**config.mk**
```make
export PLATFORM = sky130hd
export DESIGN_NAME = multimem_write_scheduler
export DESIGN_NICKNAME = d
export VERILOG_FILES = /design/src/rtl/multimem_write_scheduler.sv
export SDC_FILE = /design/constraint.sdc
export NUM_CORES = 1
export LEC_CHECK = 0
export CAP_MARGIN = 5
export CORE_AREA = 2 2 74 59
export CTS_BUF_LIST = sky130_fd_sc_hd__clkbuf_8
export CTS_CLUSTER_SIZE = 12
export DETAILED_ROUTE_END_ITERATION = 8
export DIE_AREA = 0 0 76 61
export DONT_BUFFER_PORTS = 1
export GPL_TIMING_DRIVEN = 0
export PLACE_DENSITY = 0.79
export RECOVER_POWER = 50
export SYNTH_ARGS = -nofsm -noshare
export SYNTH_HDL_FRONTEND = slang
export SYNTH_SLANG_ARGS = --single-unit
```
**constraint.sdc**
```tcl
create_clock -name clk -period 1.7 [get_ports clk]
set_input_delay 0 -clock clk [delete_from_list [all_inputs] [get_ports clk]]
set_output_delay 0 -clock clk [all_outputs]
set_load 0.03 [all_outputs]
```
**src/rtl/multimem_write_scheduler.sv**
```systemverilog
// Port-A write sequencer for the double-buffered multimem frame buffer.
// Streams or clear-fills the back bank, then swaps banks on a display frame boundary.
module multimem_write_scheduler #(
    parameter int ADDR_WIDTH  = 12,
    parameter int DATA_WIDTH  = 8,
    parameter int FRAME_BYTES = 2048
) (
    input  logic                  clk,
    input  logic                  reset,
    input  logic [DATA_WIDTH-1:0] stream_data,
    input  logic                  stream_valid,
    output logic                  stream_ready,
    input  logic                  frame_start,
    input  logic                  clear_req,
    input  logic [DATA_WIDTH-1:0] clear_value,
    input  logic                  frame_boundary,
    output logic [ADDR_WIDTH-1:0] ram_a_address,
    output logic [DATA_WIDTH-1:0] ram_a_data_in,
    output logic                  ram_a_clk_enable,
    output logic                  ram_a_wr,
    output logic                  display_bank,
    output logic                  busy_clear,
    output logic                  frame_done,
    output logic [1:0]            dbg_state
);
    localparam int OFF_W = ADDR_WIDTH - 1;

    typedef enum logic [1:0] {
        S_IDLE      = 2'd0,
        S_STREAM    = 2'd1,
        S_CLEAR     = 2'd2,
        S_WAIT_SWAP = 2'd3
    } state_t;

    state_t                state_q, state_d;
    logic [OFF_W-1:0]      offset_q, offset_d;
    logic                  bank_q, bank_d;
    logic [DATA_WIDTH-1:0] fill_q, fill_d;
    logic [ADDR_WIDTH-1:0] addr_q, addr_d;
    logic [DATA_WIDTH-1:0] data_q, data_d;
    logic                  we_q, we_d;
    logic                  busy_q, busy_d;
    logic                  done_q, done_d;
    logic                  last_off;

    // Handshake: a byte transfers on a rising edge where stream_valid && stream_ready;
    // stream_ready depends on state only, never on stream_valid.
    assign stream_ready = (state_q == S_STREAM);
    assign last_off     = (offset_q == OFF_W'(FRAME_BYTES - 1));

    always_comb begin
        state_d  = state_q;
        offset_d = offset_q;
        bank_d   = bank_q;
        fill_d   = fill_q;
        addr_d   = addr_q;
        data_d   = data_q;
        we_d     = 1'b0;
        busy_d   = 1'b0;
        done_d   = 1'b0;
        case (state_q)
            S_IDLE: begin
                // The offset-0 clear write is issued on the request edge so busy_clear
                // rises the very next cycle and the fill spans exactly FRAME_BYTES cycles.
                if (clear_req) begin
                    fill_d   = clear_value;
                    we_d     = 1'b1;
                    busy_d   = 1'b1;
                    addr_d   = {~bank_q, {OFF_W{1'b0}}};
                    data_d   = clear_value;
                    offset_d = OFF_W'(1);
                    state_d  = S_CLEAR;
                end else if (frame_start) begin
                    offset_d = '0;
                    state_d  = S_STREAM;
                end
            end
            S_STREAM: begin
                if (stream_valid) begin
                    we_d     = 1'b1;
                    addr_d   = {~bank_q, offset_q};
                    data_d   = stream_data;
                    offset_d = offset_q + OFF_W'(1);
                    if (last_off) begin
                        done_d  = 1'b1;
                        state_d = S_WAIT_SWAP;
                    end
                end
                if (frame_start) begin
                    offset_d = '0;
                end
            end
            S_CLEAR: begin
                we_d     = 1'b1;
                busy_d   = 1'b1;
                addr_d   = {~bank_q, offset_q};
                data_d   = fill_q;
                offset_d = offset_q + OFF_W'(1);
                if (last_off) begin
                    state_d = S_IDLE;
                end
            end
            S_WAIT_SWAP: begin
                if (frame_boundary) begin
                    bank_d  = ~bank_q;
                    state_d = S_IDLE;
                end
            end
            default: state_d = S_IDLE;
        endcase
    end

    always_ff @(posedge clk or negedge reset) begin
        if (!reset) begin
            state_q  <= S_IDLE;
            offset_q <= '0;
            bank_q   <= 1'b0;
            fill_q   <= '0;
            addr_q   <= '0;
            data_q   <= '0;
            we_q     <= 1'b0;
            busy_q   <= 1'b0;
            done_q   <= 1'b0;
        end else begin
            state_q  <= state_d;
            offset_q <= offset_d;
            bank_q   <= bank_d;
            fill_q   <= fill_d;
            addr_q   <= addr_d;
            data_q   <= data_d;
            we_q     <= we_d;
            busy_q   <= busy_d;
            done_q   <= done_d;
        end
    end

    assign ram_a_address    = addr_q;
    assign ram_a_data_in    = data_q;
    assign ram_a_clk_enable = we_q;
    assign ram_a_wr         = we_q;
    assign display_bank     = bank_q;
    assign busy_clear       = busy_q;
    assign frame_done       = done_q;
    assign dbg_state        = state_q;
endmodule
```
==> reports/metrics.cfg <==
[synthesis]
synth_edf_count=0
avgSynthCellArea_um2=9.70
yosysWarnings=0
ys_seq_elements=45
async_flop_share_pct=100
seq_area_frac_synth_pct=50.7
synth-adder-area-share_pct=3.94
synth_flop_cell=dfrtp_1
synthMuxAreaShare_pct=7.04
synthesis.area_um2=2220
synth_top_cell_by_area=dfrtp_1
synth_compound_area_share_pct=18.4
syn_nets=258
syn_inst=229
yosys.area_share.simple_pct=15.8
synthXorXnorAreaFrac_pct=0.394
synth_area_leaders=dfrtp_1, nand2_1, o21ai_0, mux2_2, ha_1
synth_top_area_share_pct=50.7
synth_top_family_by_area=compound AO/OA/AOI/OAI gates
yosysUniqueCellTypes=38

[grt]
grt_use_total_pct=24.8
grt_start_max_net_pins=46
use_met3_pct=7.29
gr-usage-met2_pct=39.2
top_usage_layer=met2
use_met1_pct=33.8
grt_pass1_wl_um=8750
grt_overflow_total=0
grt_pass1_vias=1717
grt_antenna_before_repair=0

[timing]
hold_violations=0
maxSlewHeadroom_pct=24.3
rsz0062_at_grt=true
setup_viol=18
skew_ns=0.00396
fmax_mhz=519
period_needed_ns=1.93
worstMarginPinSlew_ns=1.14
slew_violations=0
period_share_pct=113
fin_ws_ns=-0.228
fin_tns_setup_ns=-2.17

[run_status]
status=finished with violations
violations=negative setup slack

[place]
io_buffer_count=0
dp_cells=284
place_hpwl_um=3540
place_congestion=0.825

[route]
dr.pass1.iters=4
ant_nets=0
drc=0
wl_per_cell_um=19.7
wirelength_um=6210
drt_iter0_drc=179
vias=1919
vias_per_cell=6.09

[cells_and_area]
nets=288
mostFrequentLayoutCell=nand2_1
area_growth_pct=28.0
fill_cells=255
instances_no_fill=315
final_layout_size_suffix_gt1_share_pct=30.0
mostFrequentLayoutCells=nand2_1, dfrtp_1, o21ai_1, dlygate4sd3_1
n_antenna_cell=0

[critical_path]
cp-end-kind=flop
cp.required_ns=1.89
arrival_ns=2.12
path_max_fanout=6
critPathKind=flop to flop
startpoint_type=flop

[clock_network]
clk_pin_slew_ns=0.08
cts_num_sinks=45
h-tree-depth=2
clk_latency_ns=0.30
cts_root_buf=clkbuf_8
cts_tree=yes
cts_max_path_buffers=2
cts_buffers=5

[floorplan]
die_h_um=61
rows=20
core_area_um2=3880
io_pins=50
die_w_um=76
start_util_pct=57.3
dieArea_um2=4640

[power]
p_leak_nw=1.27
power_mw=5.65
ir_worst_vdd_v=0.00118
p_per_area_nw_per_um2=1990

[flow_run]
cap_violations=0

[worst_hold_path]
hp-class=input pin to flop

state kept, by name, indices dropped and copies added (netlist names):
name / count
frame_done: 1
offset_q: 11
busy_clear: 1
dbg_state: 2
ram_a_address: 12
ram_a_clk_enable: 1
ram_a_data_in: 8
display_bank: 1
fill_q: 8
Yosys cell counts, drive strengths merged, types with 2 or more instances:
cell type and instances:
mux2 13, and3 2, a22oi 8, nor2 8, dfrtp 45, or3 3
nor3 2, a211o 8, nor4 3, buf 4, nand2 47, nand2b 2
clkbuf 10, a22o 6, ha 7, inv 7, o21ai 33, a21oi 3
nand3 7
cell type report:
cell class	instances	area, um^2	area share, %
repair buffers	24	216	7.61
inverters	7	28.8	1.01
clock buffers	5	68.8	2.42
multi-input cells	163	1160	40.6
well taps	55	68.8	2.42
clock inverters	3	42.5	1.50
flip-flops and latches	45	1130	39.8
plain buffers	13	133	4.66
metal layers:
metal / routed length (um) / vias up
met5: 0 / -
met4: 102 / 0
met3: 529 / 11
met2: 3010 / 103
met1: 2560 / 933
li1: - / 872
final timing paths:
kind / start / end / cells past startpoint / slack [ns]
worst max register to register: offset_q[1] / offset_q[10] / 5 / -0.23
worst min-delay path: stream_data[1] / ram_a_data_in[1] / 4 / 0.02
min in group asynchronous: reset / offset_q[5] / 2 / 0.45
worst max-delay path: offset_q[1] / offset_q[10] / 5 / -0.23
max in group asynchronous: reset / offset_q[1] / 2 / 0.47
worst min register to register: fill_q[1] / fill_q[1] / 1 / 0.52
what timing repair did:
item,in CTS,in global routing
endpoints found under the hold margin,66,0
gates cloned,0,3
endpoints found under the setup margin,35,42
pin swaps,1,4
buffers inserted,5,3
gates resized for setup,22,78
hold buffers,13,0
worst max-delay path, cell delays in order (launching register included):
cell and delay [ns]:
dfrtp_2 0.44, ha_2 0.25, nand3_2 0.14, or3_1 0.42, a211o_1 0.31, mux2_4 0.25
metrics by stage:
step | cell area [um^2] | hold slack [ns] | utilization (%) | worst slack [ns]
after CTS | 2680 | 0.0410 | 69.0 | -0.213
after detailed placement | 2330 | -0.294 | 60.1 | -0.351
after global routing | 2850 | 0.0434 | 73.4 | -0.275
after floorplan | 2260 | -0.296 | - | -0.120
after global placement | 2330 | -0.294 | 60.1 | -0.306
final | 2850 | 0.0178 | 73.4 | -0.228
cell families (layout without fill, tap and decap cells):
kind of cell,Yosys count,after routing
adder cells (fa/ha/maj),7,7
AND/OR/NAND/NOR,78,78
flip-flops,45,45
buffers and inverters,21,52
multiplexers,14,14
XOR/XNOR,1,1
AO/OA/AOI/OAI,63,63
report_power, final:
part	internal [mW]	total [mW]	switching, mW
Sequential	1.38	2.00	0.615
Combinational	1.30	2.84	1.54
Clock	0.436	0.812	0.377
Total	3.12	5.65	2.53
(Power assumes the default switching activity.)
